==> src/rtl/bmp_pixel_streamer.sv <==
// bmp_pixel_streamer: walks a bottom-up, row-padded 24-bit BMP pixel array in byte-wide memory
// and streams pixels top row first. Define GRAY_EN to emit {Y,Y,Y} luma instead of {R,G,B}.
module bmp_pixel_streamer #(
    parameter int WIDTH  = 640,
    parameter int HEIGHT = 480,
    parameter int ADDR_W = 20
) (
    input  logic              CLK,
    input  logic              RESET_N,
    input  logic              ENABLE,
    input  logic              START,
    input  logic [ADDR_W-1:0] DATA_OFFSET,
    output logic              MEM_RD,
    output logic [ADDR_W-1:0] MEM_ADDR,
    input  logic [7:0]        MEM_DATA,
    output logic              PIX_VALID,
    input  logic              PIX_READY,
    output logic [23:0]       PIX_DATA,
    output logic              PIX_SOF,
    output logic              PIX_EOL,
    output logic              PIX_EOF,
    output logic              BUSY,
    output logic              DONE
);

    localparam int STRIDE = ((WIDTH * 3 + 3) / 4) * 4;
    localparam int COL_W  = (WIDTH > 1) ? $clog2(WIDTH) : 1;
    localparam int ROW_W  = (HEIGHT > 1) ? $clog2(HEIGHT) : 1;

    localparam logic [ADDR_W-1:0] STRIDE_A    = ADDR_W'(STRIDE);
    localparam logic [ADDR_W-1:0] TOP_ROW_OFF = ADDR_W'((HEIGHT - 1) * STRIDE);
    localparam logic [ADDR_W-1:0] PIX_BYTES   = ADDR_W'(3);
    localparam logic [COL_W-1:0]  LAST_COL    = COL_W'(WIDTH - 1);
    localparam logic [ROW_W-1:0]  LAST_ROW    = ROW_W'(HEIGHT - 1);

    typedef enum logic [2:0] {
        S_IDLE,
        S_RD,
        S_CAP,
        S_OUT,
        S_DONE
    } state_t;

    state_t            r_state;
    state_t            w_state_nx;
    logic [1:0]        r_k;
    logic [ADDR_W-1:0] r_row_base;
    logic [ADDR_W-1:0] r_col_byte;
    logic [COL_W-1:0]  r_col;
    logic [ROW_W-1:0]  r_row;
    logic              r_rd_pend;
    logic [1:0]        r_rd_k;
    logic [7:0]        r_b;
    logic [7:0]        r_g;
    logic [23:0]       r_pix_data;

    logic              w_last_col;
    logic              w_last_row;
    logic              w_start_ok;
    logic [7:0]        w_r;
    logic [23:0]       w_pix_nx;

    assign w_last_col = (r_col == LAST_COL);
    assign w_last_row = (r_row == LAST_ROW);
    assign w_start_ok = START && ENABLE;

    // NOTE: sequential state is written with non-blocking assignments only, so every
    // always_ff reads the pre-edge value of every other register.
    always_ff @(posedge CLK or negedge RESET_N) begin
        if (!RESET_N) begin
            r_state <= S_IDLE;
        end else begin
            r_state <= w_state_nx;
        end
    end

    // NOTE: each signal driven here gets a default before the case, so no path leaves it
    // unassigned and no latch is inferred.
    always_comb begin
        w_state_nx = r_state;
        MEM_RD     = 1'b0;
        PIX_VALID  = 1'b0;
        BUSY       = 1'b0;
        DONE       = 1'b0;
        case (r_state)
            S_IDLE: begin
                if (w_start_ok) w_state_nx = S_RD;
            end
            S_RD: begin
                BUSY   = 1'b1;
                MEM_RD = ENABLE;
                if (ENABLE && (r_k == 2'd2)) w_state_nx = S_CAP;
            end
            S_CAP: begin
                BUSY       = 1'b1;
                w_state_nx = S_OUT;
            end
            S_OUT: begin
                BUSY      = 1'b1;
                PIX_VALID = 1'b1;
                if (PIX_READY) w_state_nx = (w_last_col && w_last_row) ? S_DONE : S_RD;
            end
            S_DONE: begin
                DONE       = 1'b1;
                w_state_nx = S_IDLE;
            end
            default: w_state_nx = S_IDLE;
        endcase
    end

    // The R byte (k=2) lands on MEM_DATA exactly during CAP, so it is used straight from the bus.
    assign w_r = MEM_DATA;

`ifdef GRAY_EN
    logic [9:0] w_luma_sum;
    assign w_luma_sum = {2'b00, w_r} + {1'b0, r_g, 1'b0} + {2'b00, r_b};
    assign w_pix_nx   = {3{w_luma_sum[9:2]}};
`else
    assign w_pix_nx = {w_r, r_g, r_b};
`endif

    always_ff @(posedge CLK or negedge RESET_N) begin
        if (!RESET_N) begin
            r_k        <= 2'd0;
            r_row_base <= '0;
            r_col_byte <= '0;
            r_col      <= '0;
            r_row      <= '0;
            r_rd_pend  <= 1'b0;
            r_rd_k     <= 2'd0;
            r_b        <= 8'd0;
            r_g        <= 8'd0;
            r_pix_data <= 24'd0;
        end else begin
            // Track the read issued last cycle so a byte in flight across a pause is still taken.
            r_rd_pend <= MEM_RD;
            r_rd_k    <= r_k;
            if (r_rd_pend && (r_rd_k == 2'd0)) r_b <= MEM_DATA;
            if (r_rd_pend && (r_rd_k == 2'd1)) r_g <= MEM_DATA;

            case (r_state)
                S_IDLE: begin
                    if (w_start_ok) begin
                        r_row_base <= DATA_OFFSET + TOP_ROW_OFF;
                        r_col_byte <= '0;
                        r_col      <= '0;
                        r_row      <= '0;
                        r_k        <= 2'd0;
                    end
                end
                S_RD: begin
                    if (ENABLE) r_k <= (r_k == 2'd2) ? 2'd0 : r_k + 2'd1;
                end
                S_CAP: begin
                    r_pix_data <= w_pix_nx;
                end
                S_OUT: begin
                    if (PIX_READY) begin
                        if (w_last_col) begin
                            // Rows are stored bottom-up, so the next displayed row sits one stride lower.
                            r_col      <= '0;
                            r_col_byte <= '0;
                            r_row_base <= r_row_base - STRIDE_A;
                            if (!w_last_row) r_row <= r_row + 1'b1;
                        end else begin
                            r_col      <= r_col + 1'b1;
                            r_col_byte <= r_col_byte + PIX_BYTES;
                        end
                    end
                end
                default: ;
            endcase
        end
    end

    assign MEM_ADDR = MEM_RD ? (r_row_base + r_col_byte + ADDR_W'(r_k)) : '0;
    assign PIX_DATA = r_pix_data;
    assign PIX_SOF  = PIX_VALID && (r_row == '0) && (r_col == '0);
    assign PIX_EOL  = PIX_VALID && w_last_col;
    assign PIX_EOF  = PIX_VALID && w_last_col && w_last_row;

endmodule

==> config.mk <==
export PLATFORM = sky130hd
export DESIGN_NAME = bmp_pixel_streamer
export DESIGN_NICKNAME = d
export VERILOG_FILES = /design/src/rtl/bmp_pixel_streamer.sv
export SDC_FILE = /design/constraint.sdc
export NUM_CORES = 1
export LEC_CHECK = 0
export CORE_ASPECT_RATIO = 0.75
export CORE_MARGIN = 1.5
export CORE_UTILIZATION = 56
export CTS_BUF_LIST = sky130_fd_sc_hd__clkbuf_16
export DETAILED_ROUTE_END_ITERATION = 8
export PLACE_DENSITY = 0.81
export SYNTH_ARGS = -nofsm -noshare
export SYNTH_HDL_FRONTEND = slang
export SYNTH_SLANG_ARGS = --single-unit
==> constraint.sdc <==
create_clock -name CLK -period 3.36 [get_ports CLK]
set_input_delay 0.504 -clock CLK [delete_from_list [all_inputs] [get_ports CLK]]
set_output_delay 0.504 -clock CLK [all_outputs]
set_load 0.1 [all_outputs]
==> out/metrics.yaml <==
status:
  outcome: "finished, violations left"
  violations: "DRC, setup timing"
final_layout:
  area_growth_pct: 30.1
  fin_util: 0.753
  fillerInstances: 699
  final_nets: 836
  multi_input_area_um2: 3840
  n_antenna_cell: 0
  ff_latch_area_um2: 2680
  drive_gt1_frac: 0.224
  fin_area_um2: 8270
critical_path:
  path_max_fanout: 5
  cp_cell_sequence: "fa_2 -> ha_4 -> inv_2 -> fa_2 -> nand2b_4 -> a21oi_4 -> o21ai_4 -> o21bai_1 -> xnor2_1 -> nor2_4 -> buf_12"
  critPathKind: "register to output pin"
  cpMostUsedCell: "fa_2"
  cp-end-kind: "output pin"
  crit_arrival_ns: 3.06
  slowest_stage: "fa_2"
  timing.critical_path.from_type: "register"
  slowest_delay_ns: 0.60
  required_ns: 2.86
sta:
  finalSetupViolCount: 10
  worst_slew_pin_slew_ns: 1.02
  final-hold-violation-count: 0
  setup_slack_ns: -0.204
  skew_ns: 0.00827
  fin_setup_tns_ns: -1.18
  fin_crit_sh: 1.06
  timing.fmax_ghz: 0.281
  rsz0062_at_grt: "true"
  slew_viol_final: 0
  max_slew_margin: 0.321
  fin_crit_ns: 3.56
power:
  p_leak_nw: 3.60
  power_density_nw_per_um2: 975
  power.total_mw: 8.07
  peakVddDrop_mv: 0.617
  switching_share: 0.517
  p_int_mw: 3.90
  clockPowerShare: 0.123
  combPwrFrac: 0.609
  p_sw_mw: 4.17
  seqPwrFrac: 0.268
detailed_routing:
  vias: 5455
  avgViaCountPerCell: 6.05
  drt_wl_total_um: 16000
  drcViolationCount: 6
  post_drt_wl_per_cell_um: 17.7
  final_antenna_net_count: 0
  dr.first_iter.drc_count: 433
  dr.pass1.iters: 8
synth:
  yosys.area_share.adder: 0.0921
  synth_top_family_by_area: "simple AND/OR/NAND/NOR gates"
  synthSimpleGateAreaFrac: 0.180
  synth_cells: 663
  synth_seq_cells: 107
  ys_seq_area_frac: 0.421
  ys_types: 51
  syn_area_um2: 6360
  synth_edf_count: 0
  syn_avg_cell_area_um2: 9.59
  ys.flop_type: "dfrtp_1"
  yosys_warnings: 0
  muxShareOfSynthArea: 0.0726
  syn_nets: 741
  synth_xor_area_frac: 0.0716
  synth_compound_area_frac: 0.134
  async_reset_ff_frac: 1.00
placed_design:
  io_buffer_count: 83
  globalplace.congestion: 0.925
  place_area_um2: 7740
  hpwl_um: 11000
floorplanning:
  die_y_um: 95.3
  rows: 33
  core_um2: 11000
  start_util: 0.579
  ios: 84
  fp.dieW_um: 126
  die_area_um2: 12000
grt:
  grt_pass1_wl_um: 25700
  grt_max_degree: 108
  antenna_found_initial: 0
  grt_overflow: 0
  grt.total_usage: 0.267
  grt_pass1_vias: 5299
clock_tree:
  cts_max_level: 3
  tritoncts: "built"
  cts_root_buffer: "clkbuf_16"
  numCtsBuffers: 9
  cts.sinks: 107
  cts.reportedPaths.clkPinSlew_ns: 0.07
  clock_path_buffers: 2
  clkLatencyLatePin_ns: 0.35
  hold_buffers: 0
min_path:
  hp-class: "input port to asynchronous set/reset pin"
flow_run:
  max-cap-violations: 0
==> per-layer routing <==
layer	track usage	vias to the layer above	part of all wire
li1	-	2540	-
met3	0.0505	34	0.070
met2	0.436	247	0.47
met1	0.370	2634	0.45
met4	0.0766	0	0.017
met5	0	-	0
==> worst paths after layout <==
path	start	to	slack (ns)	cells past startpoint
worst max-delay path	r_k[1]	MEM_ADDR[13]	-0.20	11
worst min-delay path	RESET_N	PIX_DATA[16]	0.22	2
worst max register to register	r_state[0]	r_row[4]	0.67	5
worst min register to register	r_row_base[3]	r_row_base[3]	0.50	2
max in group asynchronous	RESET_N	r_col_byte[3]	2.72	2
min in group CLK	r_row_base[3]	r_row_base[3]	0.50	2
==> stage by stage <==
| step | std cells | hold WS (ns) | setup slack (ns) |
|---|---|---|---|
| floorplan | 663 | 0.208 | 0.0165 |
| global placement | 877 | 0.464 | 0.160 |
| CTS | 897 | 0.253 | -0.121 |
| detailed placement | 877 | 0.475 | 0.0639 |
| global route | 902 | 0.268 | -0.310 |
| finish | 902 | 0.224 | -0.204 |
==> final cells by class <==
type / count / share of cell area
Tap cell: 140 / 0.0212
Multi-Input combinational cell: 511 / 0.464
Timing Repair Buffer: 107 / 0.148
Sequential cell: 107 / 0.324
Clock buffer: 9 / 0.0272
Inverter: 22 / 0.00998
Clock inverter: 6 / 0.00620
==> cells in the final DEF (no fill, tap or decap), types with 4 or more instances in the layout <==
cell type,instances
or3_1,6
buf_4,29
inv_1,21
nor3_1,15
nand4_1,7
nor2_2,8
ha_2,6
o21ai_0,35
and2_1,5
clkinv_4,4
buf_12,22
and4_1,4
nand2_1,61
clkbuf_16,9
ha_1,34
nor4_1,5
a31oi_1,9
mux2_2,41
clkdlybuf4s50_1,55
nand3_1,26
nor2_1,63
nand2b_1,7
dfrtp_1,105
o31ai_1,5
a21o_1,11
and3_1,5
xnor2_1,25
a21oi_1,30
nor2_4,9
xor2_1,23
==> critical path: cells and delay by family (launching register included) <==
| kind | cells | cell delay, ns |
|---|---|---|
| xor gates and xnor gates | 1 | 0.15 |
| and+or+nand+nor | 2 | 0.29 |
| AOI/OAI and AO/OA | 3 | 0.51 |
| buffers and inverters | 2 | 0.22 |
| adders and majority gates | 3 | 1.11 |
| DFF | 1 | 0.42 |
==> cells by family (layout without fill, tap and decap cells) <==
kind of cell / count (synthesis) / count (layout)
AOI/OAI and AO/OA: 132 / 132
xor gates and xnor gates: 52 / 52
adders and majority gates: 45 / 45
buffers and inverters: 45 / 144
DFF: 107 / 107
muxes: 41 / 41
and+or+nand+nor: 241 / 241
==> power by group through the flow <==
stage                     sequential (mW)  clock (mW)  combinational, mW
after floorplan                      3.11           0               2.38
after detailed placement             2.17           0               4.61
after global placement               2.13           0               4.50
after CTS                            2.14        1.00               4.77
after global routing                 2.23        1.05               5.17
final                                2.16       0.990               4.92
==> sequential cells by signal (all words and copies together), names as in the netlist <==
signal,cells
PIX_DATA,24
r_col_byte,20
r_row_base,20
r_col,10
r_row,9
r_b,8
r_g,8
r_state,3
r_k,2
r_rd_k,2
r_rd_pend,1
==> synth_stat cells (2+ instances only) <==
| library cell | count | area share |
|---|---|---|
| or3_1 | 6 | 0.0059 |
| nor3b_1 | 4 | 0.0047 |
| a211o_1 | 2 | 0.0028 |
| a22o_1 | 3 | 0.0041 |
| nor2_1 | 80 | 0.047 |
| nand3_1 | 26 | 0.020 |
| a21o_1 | 11 | 0.013 |
| and3_1 | 5 | 0.0049 |
| buf_2 | 3 | 0.0024 |
| nand4_1 | 7 | 0.0069 |
| o21ai_0 | 40 | 0.031 |
| o211ai_1 | 3 | 0.0035 |
| a21oi_1 | 33 | 0.026 |
| a211oi_1 | 4 | 0.0047 |
| xor2_1 | 24 | 0.033 |
| fa_1 | 3 | 0.0094 |
| nor4_1 | 8 | 0.0079 |
| xnor2_1 | 28 | 0.039 |
| a41oi_1 | 2 | 0.0028 |
| clkbuf_1 | 19 | 0.011 |
| o31ai_1 | 8 | 0.0094 |
| nand3b_1 | 3 | 0.0035 |
| a2111oi_4 | 2 | 0.0087 |
| dfrtp_1 | 107 | 0.42 |
| nor3_1 | 16 | 0.013 |
| o21bai_1 | 3 | 0.0035 |
| nand2b_1 | 8 | 0.0079 |
| mux2_2 | 41 | 0.073 |
| and2_1 | 5 | 0.0049 |
| inv_1 | 22 | 0.013 |
| and4_1 | 4 | 0.0055 |
| a31oi_1 | 10 | 0.0098 |
| ha_1 | 42 | 0.083 |
| nor2b_1 | 2 | 0.0020 |
| o41ai_1 | 3 | 0.0041 |
| nand2_1 | 61 | 0.036 |
==> timing repair <==
action	4_1_cts	5_1_grt
pin swaps	18	15
endpoints found under the hold margin	0	0
setup buffers	5	5
resized for setup	21	21
setup endpoints to repair	11	11
(Power assumes the default switching activity.)
